`src/rtl/button_debounce_pkg.sv`:
```
// -----------------------------------------------------------------------------
// button_debounce_pkg
//  Board-level constants for the DE0 push-button debouncer and the defaults
//  derived from them.
//   CLK_HZ       system clock frequency
//   DEBOUNCE_MS  time a new button level must persist before it is accepted
//   BUTTON_IDLE  level of an un-pressed DE0 key (keys are active-low)
//  The sample tick is 1 ms, so the prescaler divisor is CLK_HZ/1000 and the
//  number of stable ticks equals DEBOUNCE_MS.
// -----------------------------------------------------------------------------
package button_debounce_pkg;

  localparam int   CLK_HZ      = 50_000_000;
  localparam int   DEBOUNCE_MS = 20;
  localparam logic BUTTON_IDLE = 1'b1;

  // One sample tick per millisecond.
  localparam int TICK_DIV_DEFAULT     = CLK_HZ / 1000;
  localparam int STABLE_TICKS_DEFAULT = DEBOUNCE_MS;

  // Width of a counter holding 0..n-1, never less than one bit.
  function automatic int cnt_width(input int n);
    int w;
    w = $clog2(n);
    return (w < 1) ? 1 : w;
  endfunction

endpackage : button_debounce_pkg

```
`src/rtl/button_debounce_chan.sv`:
```
// -----------------------------------------------------------------------------
// button_debounce_chan
//  One debounced button channel: a two-flop synchroniser followed by a
//  persistence counter. A new synchronised level is accepted only after it
//  has differed from the current stable level on STABLE_TICKS consecutive
//  sample ticks with no agreeing cycle in between.
// Ports
//  clk      in  1  system clock
//  reset_n  in  1  asynchronous active-low reset
//  tick     in  1  shared sample strobe from the top-level prescaler
//  raw      in  1  raw asynchronous button pin
//  stable   out 1  debounced level
//  fall     out 1  one-cycle strobe, stable went 1->0
//  rise     out 1  one-cycle strobe, stable went 0->1
// -----------------------------------------------------------------------------
module button_debounce_chan
  import button_debounce_pkg::*;
#(
  parameter int   STABLE_TICKS = STABLE_TICKS_DEFAULT,
  parameter logic RESET_BIT    = BUTTON_IDLE
) (
  input  logic clk,
  input  logic reset_n,
  input  logic tick,
  input  logic raw,
  output logic stable,
  output logic fall,
  output logic rise
);

  localparam int            CW       = cnt_width(STABLE_TICKS);
  localparam logic [CW-1:0] CNT_LAST = CW'(STABLE_TICKS - 1);

  logic          r_s1;
  logic          r_s2;
  logic          r_stable;
  logic          r_fall;
  logic          r_rise;
  logic [CW-1:0] r_cnt;

  // Next-state values for the counter and the stable/strobe registers.
  logic          w_differ;
  logic          w_commit;
  logic [CW-1:0] w_cnt_nxt;

  always_comb begin
    w_differ  = (r_s2 != r_stable);
    w_commit  = 1'b0;
    w_cnt_nxt = r_cnt;
    if (!w_differ) begin
      // Any agreeing cycle cancels a pending change.
      w_cnt_nxt = '0;
    end else if (tick) begin
      if (r_cnt == CNT_LAST) begin
        w_commit  = 1'b1;
        w_cnt_nxt = '0;
      end else begin
        w_cnt_nxt = r_cnt + CW'(1);
      end
    end
  end

  // Synchroniser stages are plain flop-to-flop with nothing in between.
  always_ff @(posedge clk or negedge reset_n) begin
    if (!reset_n) begin
      r_s1     <= RESET_BIT;
      r_s2     <= RESET_BIT;
      r_stable <= RESET_BIT;
      r_fall   <= 1'b0;
      r_rise   <= 1'b0;
      r_cnt    <= '0;
    end else begin
      r_s1   <= raw;
      r_s2   <= r_s1;
      r_cnt  <= w_cnt_nxt;
      // Strobes are registered alongside stable so they mark exactly the
      // first cycle the new level is visible.
      r_fall <= w_commit & ~r_s2;
      r_rise <= w_commit &  r_s2;
      if (w_commit) begin
        r_stable <= r_s2;
      end
    end
  end

  assign stable = r_stable;
  assign fall   = r_fall;
  assign rise   = r_rise;

endmodule : button_debounce_chan

```
`src/rtl/button_debounce.sv`:
```
// -----------------------------------------------------------------------------
// button_debounce
//  Synchronises and debounces the raw DE0 push-button pins and drives the
//  button PIO input port, so the PIO edge detector sees one clean transition
//  per physical press or release. Also provides one-cycle press/release
//  strobes for local fabric logic.
// Ports
//  clk         in  1      system clock (single domain)
//  reset_n     in  1      asynchronous active-low reset
//  btn_in      in  WIDTH  raw asynchronous button pins
//  btn_stable  out WIDTH  debounced level, to the PIO in_port
//  btn_fall    out WIDTH  one-cycle strobe per bit, stable 1->0 (press)
//  btn_rise    out WIDTH  one-cycle strobe per bit, stable 0->1 (release)
// -----------------------------------------------------------------------------
module button_debounce
  import button_debounce_pkg::*;
#(
  parameter int               WIDTH        = 3,
  parameter int               TICK_DIV     = TICK_DIV_DEFAULT,
  parameter int               STABLE_TICKS = STABLE_TICKS_DEFAULT,
  parameter logic [WIDTH-1:0] RESET_LEVEL  = {WIDTH{BUTTON_IDLE}}
) (
  input  logic             clk,
  input  logic             reset_n,
  input  logic [WIDTH-1:0] btn_in,
  output logic [WIDTH-1:0] btn_stable,
  output logic [WIDTH-1:0] btn_fall,
  output logic [WIDTH-1:0] btn_rise
);

  logic w_tick;

  // Free-running prescaler shared by all channels; its wrap is the only
  // wrap-around in the design. A divisor of one degenerates to a constant
  // tick with no counter at all.
  generate
    if (TICK_DIV == 1) begin : g_tick_const
      assign w_tick = 1'b1;
    end else begin : g_prescaler
      localparam int            PW     = cnt_width(TICK_DIV);
      localparam logic [PW-1:0] P_LAST = PW'(TICK_DIV - 1);

      logic [PW-1:0] r_pcnt;

      always_ff @(posedge clk or negedge reset_n) begin
        if (!reset_n) begin
          r_pcnt <= '0;
        end else if (r_pcnt == P_LAST) begin
          r_pcnt <= '0;
        end else begin
          r_pcnt <= r_pcnt + PW'(1);
        end
      end

      assign w_tick = (r_pcnt == P_LAST);
    end
  endgenerate

  generate
    for (genvar i = 0; i < WIDTH; i++) begin : g_chan
      button_debounce_chan #(
        .STABLE_TICKS (STABLE_TICKS),
        .RESET_BIT    (RESET_LEVEL[i])
      ) u_chan (
        .clk     (clk),
        .reset_n (reset_n),
        .tick    (w_tick),
        .raw     (btn_in[i]),
        .stable  (btn_stable[i]),
        .fall    (btn_fall[i]),
        .rise    (btn_rise[i])
      );
    end
  endgenerate

endmodule : button_debounce

```
`config.mk`:
```
export PLATFORM = sky130hd
export DESIGN_NAME = button_debounce
export DESIGN_NICKNAME = d
export VERILOG_FILES = /design/src/rtl/button_debounce_pkg.sv /design/src/rtl/button_debounce_chan.sv /design/src/rtl/button_debounce.sv
export SDC_FILE = /design/constraint.sdc
export NUM_CORES = 1
export LEC_CHECK = 0
export ABC_AREA = 1
export BUFFER_PORTS_ARGS = -buffer_cell sky130_fd_sc_hd__buf_2
export CELL_PAD_IN_SITES_DETAIL_PLACEMENT = 1
export CELL_PAD_IN_SITES_GLOBAL_PLACEMENT = 1
export CORE_UTILIZATION = 40
export DETAILED_ROUTE_END_ITERATION = 7
export PLACE_DENSITY = 0.75
export SYNTH_ARGS = -nofsm -noshare
export SYNTH_HDL_FRONTEND = slang
export SYNTH_SLANG_ARGS = --single-unit
```
`constraint.sdc`:
```
create_clock -name clk -period 1.8 [get_ports clk]
set_clock_uncertainty 0.05 [all_clocks]
set_input_delay 0.36 -clock clk [delete_from_list [all_inputs] [get_ports clk]]
set_output_delay 0.36 -clock clk [all_outputs]
set_load 0.1 [all_outputs]
```
# ---- Word-level counts from Yosys, hierarchy flattened
# Cells that the tools add are included.
dict set report op_classes {
  n_addsub 4
  eq_ne 10
  muxes 19
  n_bitwise 9
}
# cell n
set ops {}
lappend ops {{$mux W5} 9}
lappend ops {{$add A16 B1 Y16 const B} 1}
lappend ops {{$eq A16 B16 Y1 const B} 1}
lappend ops {{$mux W16} 1}
lappend ops {{$add A5 B1 Y5 const B} 3}
lappend ops {{$eq A5 B5 Y1 const B} 3}
lappend ops {{$mux W1} 9}
lappend ops {{$and A1 B1 Y1} 6}
lappend ops {{$ne A2 B2 Y1 const B} 2}
lappend ops {{$ne A1 B1 Y1} 3}
lappend ops {{$not A1 Y1} 3}
lappend ops {{$ne A2 B1 Y1 const B} 1}
dict set report word_totals {
  reg_bits 46
  in_bits 5
  output_inout_bits 9
  word_cells 61
}

# ---- Logic depth before layout (Yosys ltp)
dict set report logic_depth {
  depth_word 5
  mapped_depth 9
}

# ---- Modules after synthesis
# A second synthesis with hierarchy kept.
dict set report unflattened {
  hier_cells 292
  area_unflattened_um2 2401.1
}
# module n_inst cells_each area_per_inst_um2 seq_area_each_um2
set by_module_without_submodules {}
lappend by_module_without_submodules {button_debounce_chan 3 57 508.0 254.0}
lappend by_module_without_submodules {button_debounce 1 121 877.1 400.4}

# ---- Worst setup path after synthesis
# OpenSTA, ideal clock, no wires.
dict set report synth_timing {
  path_kind {register to register}
  startpoint {reg g_chan[0].u_chan.r_cnt[0]}
  endpoint {reg g_chan[0].u_chan.r_cnt[4]}
  arrival_ps 1211
  required_ps 1632
  path_slack_ps 420
  stages_incl_launch_ff 7
  synth_period_minus_slack_ps 1380
  path_cell_list {dfrtp_1 ha_1 nand2_1 nor3_1 inv_1 nand4_1 nand2_1}
}
dict set report synth_between {
  elab_chain_cells 4
}
# item line
set synth_rtl {}
lappend synth_rtl {{from (decl)} button_debounce_chan.sv:39} ;# logic [CW-1:0] r_cnt;
lappend synth_rtl {{from (signal assigned)} button_debounce_chan.sv:75} ;# r_cnt <= w_cnt_nxt;
lappend synth_rtl {{$add A5 B1 Y5 or $eq A5 B5 Y1 (tied branches)} {button_debounce_chan.sv:58, button_debounce_chan.sv:54}}
lappend synth_rtl {{$mux W5 (*)} button_debounce_chan.sv:54} ;# if (r_cnt == CNT_LAST) begin
lappend synth_rtl {{$mux W5 (*)} button_debounce_chan.sv:53} ;# end else if (tick) begin
lappend synth_rtl {{$mux W5 (*)} button_debounce_chan.sv:50} ;# if (!w_differ) begin
# Mark *: on every way between the ends. The rest lies on a longest branch, timed or not. The select of a mux whose other input is x is not followed.
# A chain may end at the register's enable or synchronous reset.

# ---- Worst setup path in the final report
dict set report layout_timing {
  startpoint {reg g_chan[0].u_chan.r_stable}
  endpoint {out btn_stable[0]}
}
# item line
set layout_lines {}
lappend layout_lines {{from (decl)} button_debounce_chan.sv:36} ;# logic r_stable;
lappend layout_lines {{from (signal assigned)} button_debounce_chan.sv:81} ;# r_stable <= r_s2;
lappend layout_lines {{to (decl)} button_debounce.sv:26} ;# output logic [WIDTH-1:0] btn_stable,
# No word-level cell between the ends.

==> run_results.csv <==
group,metric,value,unit
timing,setup_ws,72.3,ps
global_routing,grt_pass1_vias,1951,
timing,maxSlewHeadroom,67.5,%
timing,fin_crit_sh,96.0,%
placement,pre_cts_ws,217,ps
yosys,synth-edff-count,0,
routing,drc,0,
worst_setup_path,worst_setup_path_start_kind,"flop",
routing,num_vias,1897,
yosys,synth-seq-cells,46,
placement,gpl.final_weighted_congestion,0.749,
worst_setup_path,worst-path-stages,1,
floorplan,die_x,80.6,um
yosys,syn_area_per_cell,8.53,sq um
floorplan,fp.dieH,80.6,um
timing,drv_slew,0,
final_layout,syn2layout_area_growth,9.67,%
timing,worstMarginPinSlew,490,ps
yosys,netlist_area,2470,sq um
worst_setup_path,cpPeakStageDelay,580,ps
placement,io_buffer_count,13,
routing,firstDrtPassIters,4,
final_layout,stdcell_area,2710,sq um
global_routing,grt_max_degree,21,
floorplan,core_area,5960,sq um
worst_setup_path,worstPathCellList,"buf_2",
timing,rsz0062_at_grt,"false",
worst_setup_path,critPathBufInv,1,
clocking,post-cts-setup-buffers,0,
clocking,clock_latency,310,ps
floorplan,io_pins,14,
min_path,hold_class,"in -> reg",
timing,setup_viol,0,
final_layout,diodes,0,
final_layout,area.sequential,1160,sq um
worst_setup_path,startpoint,"g_chan[0].u_chan.stable",
yosys,yosys-top-cells-count,"nand2_1, nor2_1, dfrtp_1",
power_and_ir_drop,leakage,1.33,nW
yosys,ys_seq_area_share,47.0,%
worst_setup_path,ff2ff_path_depth,7,
run_status,outcome,"finished, final reports clean",
global_routing,antenna_found_initial,0,
floorplan,rows,28,
yosys,synth.area.top_cells,"dfrtp_1, dfstp_2, nand2_1",
final_layout,multiInputGateArea,1080,sq um
routing,routedWlPerCell,14.7,um
worst_setup_path,cp_data_arrival_time,1320,ps
worst_setup_path,cp_slowest_cell,"dfstp_2",
power_and_ir_drop,finalPower,1.90,mW
yosys,synth_top_area_share,37.4,%
power_and_ir_drop,ir_drop,0.401,mV
worst_setup_path,crit_family,"flip-flops",
yosys,synth_top_flop_cell,"dfrtp_1",
clocking,cts_buffers,5,
clocking,clock_path_buffers,2,
final_layout,nets,313,
timing,fin_crit,1730,ps
power_and_ir_drop,powerDensity,702,nW/um^2
global_routing,track_usage,20.0,%
floorplan,dieArea,6500,sq um
global_routing,grt_pass1_wl,9620,um
yosys,synthMostInstantiatedCell,"nand2_1",
placement,dpl-instance-area,2590,sq um
worst_setup_path,critical_path_class,"reg -> out",
clocking,cts_tree,"built",
worst_setup_path,ff2ff_setup_slack,230,ps
yosys,synth.distinct_cells,25,
final_layout,final.fill_count,729,
worst_setup_path,crit_end,"btn_stable[0]",
worst_setup_path,rr_endpoint,"g_chan[1].u_chan.r_cnt[4]",
worst_setup_path,crit_required,1390,ps
clocking,htreeDepth,2,
yosys,syn_inst,290,
run,max-cap-violations,0,
yosys,synth_top_area_cell,"dfrtp_1",
final_layout,drive_gt1_share,20.3,%
worst_setup_path,cp_max_fo,3,
timing,fmax,579,MHz
timing,fin_setup_tns,0,ps
routing,viasPerCell,4.99,
yosys,ys_warn_count,0,
placement,dp_hpwl,4180,um
yosys,async_reset_ff_share,100,%
routing,ant_nets,0,
clocking,root_buffer,"clkbuf_8",
global_routing,gr-total-overflow,0,
routing,routed_wl,5590,um
worst_setup_path,crit_path_end_kind,"output pin",
clocking,clock-sinks,46,
worst_setup_path,r2r_start,"g_prescaler.r_pcnt[0]",
yosys,syn_nets,299,
timing,timing.final.hold_violations,0,
floorplan,start_util,41.5,%
routing,dr.first_iter.drc_count,69,
clocking,clk_pin_slew,90,ps
## placed cells by master (no fill, tap or decap)
cell,netlist,layout
nand2_1,56,56
nor2_1,43,43
dfrtp_1,37,37
nand3_1,30,30
inv_1,28,28
nand3_2,14,14
xor2_1,13,13
buf_2,3,13
nand4_1,10,10
dfstp_2,9,9
buf_4,12,8
nor3_1,7,7
o21ai_0,6,6
clkbuf_8,0,5
xnor2_1,4,4
ha_1,4,4
nor2_2,3,3
inv_2,2,2
nor2_4,2,2
clkbuf_1,0,2
nand2_2,1,1
a21oi_1,1,1
nand2_4,1,1
clkinv_2,1,1
xor2_2,1,1
nand3b_1,1,1
bufinv_16,0,1
dlygate4sd3_1,0,1
buf_12,0,1
## registers in the layout (all words and copies together) (netlist names)
register,flops
g_prescaler.r_pcnt,16
g_chan.u_chan.r_cnt,15
g_chan.u_chan.fall,3
g_chan.u_chan.r_s1,3
g_chan.u_chan.r_s2,3
g_chan.u_chan.rise,3
g_chan.u_chan.stable,3
## layer usage
layer / global-route usage (%) / part of all wire [%] / up-vias
li1: - / - / 942
met1: 26.5 / 48 / 922
met2: 31.6 / 47 / 25
met3: 3.75 / 2.8 / 8
met4: 8.57 / 2.2 / 0
met5: 0 / 0 / -
## power breakdown
part,internal (mW),switching [mW],total [mW]
combinational,0.0210,0.0439,0.0649
clock,0.416,0.366,0.782
sequential,1.05,0.00965,1.06
total,1.49,0.420,1.90
## worst min path at each step
stage	startpoint	to	slack, ps	cells after the start
after global placement	reset_n	g_prescaler.r_pcnt[14]	280	1
after CTS	btn_in[0]	g_chan[0].u_chan.r_s1	80	1
after detailed placement	reset_n	g_prescaler.r_pcnt[14]	290	1
after global routing	btn_in[2]	g_chan[2].u_chan.r_s1	80	1
final	btn_in[0]	g_chan[0].u_chan.r_s1	90	1
after floorplan	reset_n	g_chan[0].u_chan.fall	10	0
## stage by stage
stage / utilization [%] / hold slack (ps) / cells
2_1_floorplan: - / 14.4 / 290
3_5_place_dp: 43.6 / 288 / 371
5_1_grt: 45.5 / 78.8 / 380
6_report: 45.5 / 89.7 / 380
3_3_place_gp: 43.6 / 279 / 371
4_1_cts: 45.5 / 81.3 / 380
## cell type report
class	count	area share (%)
repair buffers	23	5.72
clock inverters	1	1.11
multi-input cells	197	39.7
flip-flops and latches	46	42.9
inverters	31	4.34
clock buffers	7	2.81
well taps	75	3.46
## logic make-up after synthesis
group,Yosys count,share of synthesized area [%]
compound gates,7,1.42
xor+xnor,18,6.68
fa+ha+maj,4,2.02
buf+inv,47,9.46
flops,46,47.0
simple gates,168,33.4
## repair_timing
| item | in CTS | in global routing |
|---|---|---|
| gates resized for setup | 0 | 0 |
| hold endpoints to repair | 15 | 0 |
| hold buffers | 1 | 0 |
Note: power is estimated with default switching activity, not from simulation.
